**src/rtl/ram_arb_pkg.sv**
```systemverilog
// Shared definitions for the two-port RAM arbiter: default sizes and the
// bus-owner encoding used by the round-robin burst arbiter.
package ram_arb_pkg;

    localparam int DEFAULT_WIDTH     = 32;
    localparam int DEFAULT_MAX_BURST = 4;

    // Port that currently holds the bus for burst counting.
    typedef enum logic {
        OWN0 = 1'b0,
        OWN1 = 1'b1
    } owner_t;

endpackage

```
**src/rtl/ram_arbiter_if.sv**
```systemverilog
// Bus bundle between the two requesting ports, the arbiter and the RAM.
// The arbiter sits on the slave modport; the client/RAM side uses master.
interface ram_arbiter_if #(
    parameter int WIDTH = ram_arb_pkg::DEFAULT_WIDTH
) ();

    // Port 0
    logic             P0_REQ;
    logic             P0_WE;
    logic [WIDTH-1:0] P0_ADDRESS;
    logic [WIDTH-1:0] P0_WD;
    logic             P0_GNT;
    logic [WIDTH-1:0] P0_RD;
    logic             P0_RVALID;

    // Port 1
    logic             P1_REQ;
    logic             P1_WE;
    logic [WIDTH-1:0] P1_ADDRESS;
    logic [WIDTH-1:0] P1_WD;
    logic             P1_GNT;
    logic [WIDTH-1:0] P1_RD;
    logic             P1_RVALID;

    // RAM side (asynchronous read)
    logic             RAM_WE;
    logic [WIDTH-1:0] RAM_ADDRESS;
    logic [WIDTH-1:0] RAM_WD;
    logic [WIDTH-1:0] RAM_RD;

    modport master (
        output P0_REQ, P0_WE, P0_ADDRESS, P0_WD,
        input  P0_GNT, P0_RD, P0_RVALID,
        output P1_REQ, P1_WE, P1_ADDRESS, P1_WD,
        input  P1_GNT, P1_RD, P1_RVALID,
        input  RAM_WE, RAM_ADDRESS, RAM_WD,
        output RAM_RD
    );

    modport slave (
        input  P0_REQ, P0_WE, P0_ADDRESS, P0_WD,
        output P0_GNT, P0_RD, P0_RVALID,
        input  P1_REQ, P1_WE, P1_ADDRESS, P1_WD,
        output P1_GNT, P1_RD, P1_RVALID,
        output RAM_WE, RAM_ADDRESS, RAM_WD,
        input  RAM_RD
    );

endinterface

```
**src/rtl/ram_arb_rr.sv**
```systemverilog
// Burst-limited round-robin arbiter: tracks the bus owner and how many
// consecutive grants it has taken, and produces the combinational grants.
module ram_arb_rr
    import ram_arb_pkg::*;
#(
    parameter int MAX_BURST = DEFAULT_MAX_BURST
) (
    input  logic CLK,
    input  logic RST_N,
    input  logic req0,
    input  logic req1,
    output logic gnt0,
    output logic gnt1
);

    localparam int CW = $clog2(MAX_BURST + 1);

    owner_t        owner;
    logic [CW-1:0] cnt;
    // Cleared by reset: the owner left by reset has no burst in progress,
    // so the first contention goes to P0 instead of extending P1.
    logic          burst_live;
    logic          owner_keeps;

    // Grant decision: a lone requester always wins; on contention the owner
    // keeps the bus until its burst is exhausted.
    always_comb begin
        // NOTE: every output gets a default first so no path leaves it unassigned (no latch).
        gnt0        = 1'b0;
        gnt1        = 1'b0;
        owner_keeps = burst_live && (cnt < CW'(MAX_BURST));
        if (RST_N) begin
            if (req0 && req1) begin
                if (owner_keeps) begin
                    gnt0 = (owner == OWN0);
                    gnt1 = (owner == OWN1);
                end else begin
                    gnt0 = (owner == OWN1);
                    gnt1 = (owner == OWN0);
                end
            end else begin
                gnt0 = req0;
                gnt1 = req1;
            end
        end
    end

    // Owner/burst-count update on every accepted transfer.
    always_ff @(posedge CLK) begin
        // NOTE: state registers use non-blocking assignment so all flops update together.
        if (!RST_N) begin
            owner      <= OWN1;
            cnt        <= CW'(1);
            burst_live <= 1'b0;
        end else if (gnt0 || gnt1) begin
            burst_live <= 1'b1;
            if ((gnt0 && owner == OWN0) || (gnt1 && owner == OWN1)) begin
                if (cnt < CW'(MAX_BURST)) begin
                    cnt <= cnt + CW'(1);
                end
            end else begin
                owner <= gnt0 ? OWN0 : OWN1;
                cnt   <= CW'(1);
            end
        end
    end

endmodule

```
**src/rtl/ram_arbiter.sv**
```systemverilog
// Two-port arbiter in front of a single asynchronous-read RAM.
// Accept (k) -> registered RAM access (k+1) -> registered read return (k+2).
module ram_arbiter
    import ram_arb_pkg::*;
#(
    parameter int WIDTH     = DEFAULT_WIDTH,
    parameter int MAX_BURST = DEFAULT_MAX_BURST
) (
    input  logic          CLK,
    input  logic          RST_N,
    ram_arbiter_if.slave  bus
);

    logic             gnt0;
    logic             gnt1;
    logic             acc;
    logic             acc_we;
    logic [WIDTH-1:0] acc_addr;
    logic [WIDTH-1:0] acc_wd;

    // Access stage registers (drive the RAM).
    logic             we_q;
    logic             rd_q;
    logic             port_q;
    logic [WIDTH-1:0] addr_q;
    logic [WIDTH-1:0] wd_q;

    // Return stage registers.
    logic             rvalid0_q;
    logic             rvalid1_q;
    logic [WIDTH-1:0] rd0_q;
    logic [WIDTH-1:0] rd1_q;

    ram_arb_rr #(
        .MAX_BURST (MAX_BURST)
    ) u_rr (
        .CLK   (CLK),
        .RST_N (RST_N),
        .req0  (bus.P0_REQ),
        .req1  (bus.P1_REQ),
        .gnt0  (gnt0),
        .gnt1  (gnt1)
    );

    assign bus.P0_GNT = gnt0;
    assign bus.P1_GNT = gnt1;

    // Select the command of whichever port was granted this cycle.
    always_comb begin
        acc      = gnt0 || gnt1;
        acc_we   = bus.P0_WE;
        acc_addr = bus.P0_ADDRESS;
        acc_wd   = bus.P0_WD;
        if (gnt1) begin
            acc_we   = bus.P1_WE;
            acc_addr = bus.P1_ADDRESS;
            acc_wd   = bus.P1_WD;
        end
    end

    // Access stage: register the accepted command; address/data hold when idle.
    always_ff @(posedge CLK) begin
        if (!RST_N) begin
            we_q   <= 1'b0;
            rd_q   <= 1'b0;
            port_q <= 1'b0;
            addr_q <= '0;
            wd_q   <= '0;
        end else begin
            we_q   <= acc && acc_we;
            rd_q   <= acc && !acc_we;
            port_q <= gnt1;
            if (acc) begin
                addr_q <= acc_addr;
            end
            if (acc && acc_we) begin
                wd_q <= acc_wd;
            end
        end
    end

    // A write whose access cycle coincides with reset must not reach the RAM.
    assign bus.RAM_WE      = we_q && RST_N;
    assign bus.RAM_ADDRESS = addr_q;
    assign bus.RAM_WD      = wd_q;

    // Return stage: capture RAM read data for the requesting port and pulse RVALID.
    always_ff @(posedge CLK) begin
        if (!RST_N) begin
            rvalid0_q <= 1'b0;
            rvalid1_q <= 1'b0;
            rd0_q     <= '0;
            rd1_q     <= '0;
        end else begin
            rvalid0_q <= rd_q && !port_q;
            rvalid1_q <= rd_q && port_q;
            if (rd_q && !port_q) begin
                rd0_q <= bus.RAM_RD;
            end
            if (rd_q && port_q) begin
                rd1_q <= bus.RAM_RD;
            end
        end
    end

    assign bus.P0_RVALID = rvalid0_q;
    assign bus.P1_RVALID = rvalid1_q;
    assign bus.P0_RD     = rd0_q;
    assign bus.P1_RD     = rd1_q;

endmodule

```
**src/flat_wrapper.sv**
```systemverilog
// flat-port wrapper written by rule: the top's interface ports become plain ports
module ram_arbiter_flat import ram_arb_pkg::*;
#(
    parameter int WIDTH     = DEFAULT_WIDTH,
    parameter int MAX_BURST = DEFAULT_MAX_BURST
)
  (CLK, RST_N, bus_P0_REQ, bus_P0_WE, bus_P0_ADDRESS, bus_P0_WD, bus_P0_GNT, bus_P0_RD, bus_P0_RVALID, bus_P1_REQ, bus_P1_WE, bus_P1_ADDRESS, bus_P1_WD, bus_P1_GNT, bus_P1_RD, bus_P1_RVALID, bus_RAM_WE, bus_RAM_ADDRESS, bus_RAM_WD, bus_RAM_RD);
  ram_arbiter_if #(.WIDTH(WIDTH)) bus_i ();
  input  logic CLK;
  input  logic RST_N;
  input wire logic [$bits(bus_i.P0_REQ)-1:0] bus_P0_REQ;
  input wire logic [$bits(bus_i.P0_WE)-1:0] bus_P0_WE;
  input wire logic [$bits(bus_i.P0_ADDRESS)-1:0] bus_P0_ADDRESS;
  input wire logic [$bits(bus_i.P0_WD)-1:0] bus_P0_WD;
  output wire logic [$bits(bus_i.P0_GNT)-1:0] bus_P0_GNT;
  output wire logic [$bits(bus_i.P0_RD)-1:0] bus_P0_RD;
  output wire logic [$bits(bus_i.P0_RVALID)-1:0] bus_P0_RVALID;
  input wire logic [$bits(bus_i.P1_REQ)-1:0] bus_P1_REQ;
  input wire logic [$bits(bus_i.P1_WE)-1:0] bus_P1_WE;
  input wire logic [$bits(bus_i.P1_ADDRESS)-1:0] bus_P1_ADDRESS;
  input wire logic [$bits(bus_i.P1_WD)-1:0] bus_P1_WD;
  output wire logic [$bits(bus_i.P1_GNT)-1:0] bus_P1_GNT;
  output wire logic [$bits(bus_i.P1_RD)-1:0] bus_P1_RD;
  output wire logic [$bits(bus_i.P1_RVALID)-1:0] bus_P1_RVALID;
  output wire logic [$bits(bus_i.RAM_WE)-1:0] bus_RAM_WE;
  output wire logic [$bits(bus_i.RAM_ADDRESS)-1:0] bus_RAM_ADDRESS;
  output wire logic [$bits(bus_i.RAM_WD)-1:0] bus_RAM_WD;
  input wire logic [$bits(bus_i.RAM_RD)-1:0] bus_RAM_RD;
  assign bus_i.P0_REQ = bus_P0_REQ;
  assign bus_i.P0_WE = bus_P0_WE;
  assign bus_i.P0_ADDRESS = bus_P0_ADDRESS;
  assign bus_i.P0_WD = bus_P0_WD;
  assign bus_P0_GNT = bus_i.P0_GNT;
  assign bus_P0_RD = bus_i.P0_RD;
  assign bus_P0_RVALID = bus_i.P0_RVALID;
  assign bus_i.P1_REQ = bus_P1_REQ;
  assign bus_i.P1_WE = bus_P1_WE;
  assign bus_i.P1_ADDRESS = bus_P1_ADDRESS;
  assign bus_i.P1_WD = bus_P1_WD;
  assign bus_P1_GNT = bus_i.P1_GNT;
  assign bus_P1_RD = bus_i.P1_RD;
  assign bus_P1_RVALID = bus_i.P1_RVALID;
  assign bus_RAM_WE = bus_i.RAM_WE;
  assign bus_RAM_ADDRESS = bus_i.RAM_ADDRESS;
  assign bus_RAM_WD = bus_i.RAM_WD;
  assign bus_i.RAM_RD = bus_RAM_RD;
  ram_arbiter #(.WIDTH(WIDTH), .MAX_BURST(MAX_BURST)) u_core (.CLK(CLK), .RST_N(RST_N), .bus(bus_i));
endmodule
```
**config.mk**
```make
export PLATFORM = sky130hd
export DESIGN_NAME = ram_arbiter_flat
export DESIGN_NICKNAME = d
export VERILOG_FILES = /design/src/rtl/ram_arb_pkg.sv /design/src/rtl/ram_arbiter_if.sv /design/src/rtl/ram_arb_rr.sv /design/src/rtl/ram_arbiter.sv /design/src/flat_wrapper.sv
export SDC_FILE = /design/constraint.sdc
export NUM_CORES = 1
export LEC_CHECK = 0
export CAP_MARGIN = 10
export CORE_UTILIZATION = 36
export CTS_BUF_LIST = sky130_fd_sc_hd__clkbuf_2 sky130_fd_sc_hd__clkbuf_4 sky130_fd_sc_hd__clkbuf_8
export DETAILED_ROUTE_END_ITERATION = 10
export GPL_ROUTABILITY_DRIVEN = 1
export PLACE_DENSITY = 0.78
export SLEW_MARGIN = 20
export SYNTH_ARGS = -nofsm -noshare
export SYNTH_HDL_FRONTEND = slang
export SYNTH_SLANG_ARGS = --single-unit
```
**constraint.sdc**
```tcl
create_clock -name CLK -period 1.5 [get_ports CLK]
set_input_delay 0.15 -clock CLK [delete_from_list [all_inputs] [get_ports CLK]]
set_output_delay 0.15 -clock CLK [all_outputs]
set_load 0.02 [all_outputs]
```
==> impl_results.md <==
- Final HPWL DP: 13.3 mm
- Post-place setup slack: -0.537 ns
- Die width: 126 µm
- Post-synth ARST share: 0
- Min Clock Period, post-route: 1.69 ns
- Maximum number of pins on one net before global-route repair: 50
- CP Launch Point: u_core.u_rr.cnt[2]
- Slack of the critical path: -0.188 ns
- Combinational Power Share: 0.248
- Register area: 2770 µm²
- Clk_lat worst skew: 0.45 ns
- First-pass GRT wire length: 29.7 mm
- WP data required: 1.35 ns
- N_diodes: 0
- Synth Area per Inst: 8.27 µm²
- Share of the synthesized area in the top cell type: 0.500
- #FFs+latches synth: 138
- Period Utilization, post-route: 1.13
- Remaining DRCs: 0
- Max_slew headroom: 0.665
- Final setup violation count: 70
- Worst hold path type: input port to register
- Yosys top cell by area: dfxtp_1
- Routed Antenna Nets: 0
- Initial DRC Count: 356
- RSZ-0062 raised after global routing: yes
- Core area: 14800 µm²
- Synth area leaders: dfxtp_1 50%, nand2_1 16%, a311oi_2 7.9%, a21oi_1 5.9%, clkbuf_1 3.1%
- I/O pin total: 299
- Worst VDD drop: 0.967 mV
- Nets: 1153
- Reg-to-reg startpoint: u_core.u_rr.cnt[2]
- Pwr dens: 1030 nW/µm²
- Failing checks: negative setup slack
- Status: complete, but fails checks
- Grt total ovfl: 0
- Num CTS Buffers: 17
- R2R setup slack: -0.18 ns
- Startpoint types: register
- Vias in the first global route: 5700
- Worst stage delay on the critical path: 0.37 ns
- Yosys warning total: 0
- Seq/Total Area, Yosys: 0.500
- Leakage: 0.00416 µW
- Hold buffers post-CTS: 0
- CP arrival: 1.54 ns
- Library cells used by synthesis: 34
- Layout Cells excl Fill: 1183
- Max Clock Skew: 0.0103 ns
- Crit end category: output pin
- Most frequently used flop master after synthesis: dfxtp_1
- Slew Limit Fails: 0
- Deepest clock path buffer count: 2
- Initial core utilization: 0.375
- CP max-delay cell: dfxtp_2
- RR Endpoint: u_core.bus.RAM_WD[0]
- Worst Tran Pin Value: 0.503 ns
- CTS tree: built
- Clock Root Buffer: clkbuf_8
- Net Sw Power: 2900 µW
- Flop pwr share: 0.402
- Syn Nets: 836
- Inst Count DP: 1133
- Area of the multi-input gates: 2620 µm²
- Fill cells: 1300
- # H-tree levels: 4
- Clock power share: 0.350
- GRT Util Overall: 0.239
- GP Congestion: 0.792
- Area grow syn2layout: 76.6%
- Vias per cell: 5.20
- Worst Path Class, Setup: register to output pin
- Mapped cell area: 5530 µm²
- Initial antenna violation count: 0
- Die Span Y: 126 µm
- Endpoints failing hold: 0
- Number of synthesized flops with an enable pin: 0
- DR vias: 6150
- Num rows: 44
- Share of cells above drive strength 1: 0.152
- Crit Path Max Fanout: 6
- Post-Route WL: 20.1 mm
- Port Buffers: 298
- Clock sinks: 138
- Routed WL per cell: 17.0 µm
- Die footprint: 15900 µm²
- Critical path, cell by cell: and2b_4 -> o211ai_1 -> nor2_1 -> buf_4
- Clock slew at the register clock pins of the worst setup and hold paths: 0.08 ns
- P_int: 7180 µW
- TritonRoute pass-1 iters: 5
- Synth Instances: 669
- R2R cell count: 5
- Fmax: 0.593 GHz
- Maxcap violations: 0
- Crit path capture: bus_P0_GNT
- Net Sw Frac: 0.288
## synth_stat cells, types with 3 or more instances
master,count
dfxtp_1,138
clkbuf_1,46
a311oi_2,29
buf_6,5
nor3_1,32
inv_1,3
buf_2,6
nor2_1,16
a21oi_1,65
a222oi_1,10
nand2_1,242
buf_1,4
o21ai_0,23
a311oi_1,3
a31oi_1,22
and2_1,3
## worst min-delay path by stage
| stage | startpoint | end | slack [ns] | depth (start not counted) |
|---|---|---|---|---|
| after floorplan | bus_P1_WE | u_core.rd_q | 0.25 | 1 |
| after global placement | u_core.bus.P0_RD[1] | u_core.bus.P0_RD[1] | 0.44 | 2 |
| after detailed placement | u_core.bus.P1_RD[25] | u_core.bus.P1_RD[25] | 0.45 | 2 |
| after CTS | bus_P0_ADDRESS[26] | u_core.bus.RAM_ADDRESS[26] | 0.24 | 3 |
| after global routing | bus_P0_ADDRESS[26] | u_core.bus.RAM_ADDRESS[26] | 0.24 | 3 |
| final | bus_P0_ADDRESS[18] | u_core.bus.RAM_ADDRESS[18] | 0.27 | 3 |
## final cells by class
class                   count  area share
well taps                 184      0.0236
clock inverters            14      0.0226
inverters                   4     0.00179
flip-flops and latches    138       0.283
repair buffers            359       0.376
clock buffers              18      0.0247
multi-input cells         466       0.268
## layer usage
| layer | track usage | vias to the layer above | share of wire |
|---|---|---|---|
| met5 | 0 | - | 0 |
| met4 | 0.121 | 0 | 0.037 |
| met3 | 0.0752 | 49 | 0.070 |
| met2 | 0.405 | 280 | 0.49 |
| met1 | 0.272 | 2886 | 0.40 |
| li1 | - | 2935 | - |
## metrics by stage
stage          area (µm²)  hold WS (ns)   util  total power (µW)  setup TNS (ns)
6_report             9760         0.267  0.662             10100           -9.07
3_3_place_gp         8990         0.441  0.609              6470          -37.27
2_1_floorplan        5580         0.249      -              5230           -2.54
5_1_grt              9760         0.239  0.662             10500          -13.64
3_5_place_dp         8990         0.446  0.609              6520          -41.91
4_1_cts              9480         0.240  0.642              9960           -4.61
## registers in the layout, summed over array words and instances (netlist names)
register,flops
u_core.rd_q,1
u_core.bus.P1_RVALID,1
u_core.bus.RAM_WD,32
u_core.bus.P1_RD,32
u_core.u_rr.owner,1
u_core.bus.P0_RVALID,1
u_core.bus.RAM_ADDRESS,32
u_core.we_q,1
u_core.u_rr.cnt,3
u_core.bus.P0_RD,32
u_core.u_rr.burst_live,1
u_core.port_q,1
## placed cells by master, fill, tap and decap left out, drive strengths merged, types with 2 or more instances in the layout
cell type      count
nand2            242
clkdlybuf4s50    165
dfxtp            138
dlygate4sd2      130
a21oi             65
buf               59
a311oi            32
nor3              32
clkbuf            23
o21ai             23
a31oi             22
nor2              16
a222oi            10
clkinv             6
inv                6
bufinv             5
and2               3
o2111a             2
o211a              2
nand2b             2
o211ai             2
a2111oi            2
## repair_timing
item / CTS / global route
pin swaps: 10 / 3
buffers inserted: 6 / 3
gates resized for setup: 165 / 38
cloned: 2 / 8
endpoints found under the setup margin: 198 / 72
## kinds of logic (layout without fill, tap and decap cells)
| group | after synthesis | count (layout) | synth area share |
|---|---|---|---|
| xor+xnor | 1 | 1 | 0.00158 |
| compound gates | 162 | 162 | 0.224 |
| simple gates | 301 | 301 | 0.218 |
| fa+ha+maj | 1 | 1 | 0.00226 |
| flops | 138 | 138 | 0.500 |
| buf+inv | 65 | 395 | 0.0523 |
| mux | 1 | 1 | 0.00181 |
## power by group through the flow
stage / sequential [µW] / clock [µW] / combinational (µW)
finish: 4050 / 3530 / 2500
global route: 4080 / 3800 / 2650
CTS: 4050 / 3580 / 2330
detailed placement: 4140 / 0 / 2380
global placement: 4130 / 0 / 2340
floorplan: 4420 / 0 / 812
## worst max-delay path, delay by kind of cell (launching register included)
| kind | cells | cell delay (ns) |
|---|---|---|
| compound gates | 1 | 0.25 |
| buf+inv | 1 | 0.17 |
| flops | 1 | 0.37 |
| simple gates | 2 | 0.31 |
(Power assumes the default switching activity.)
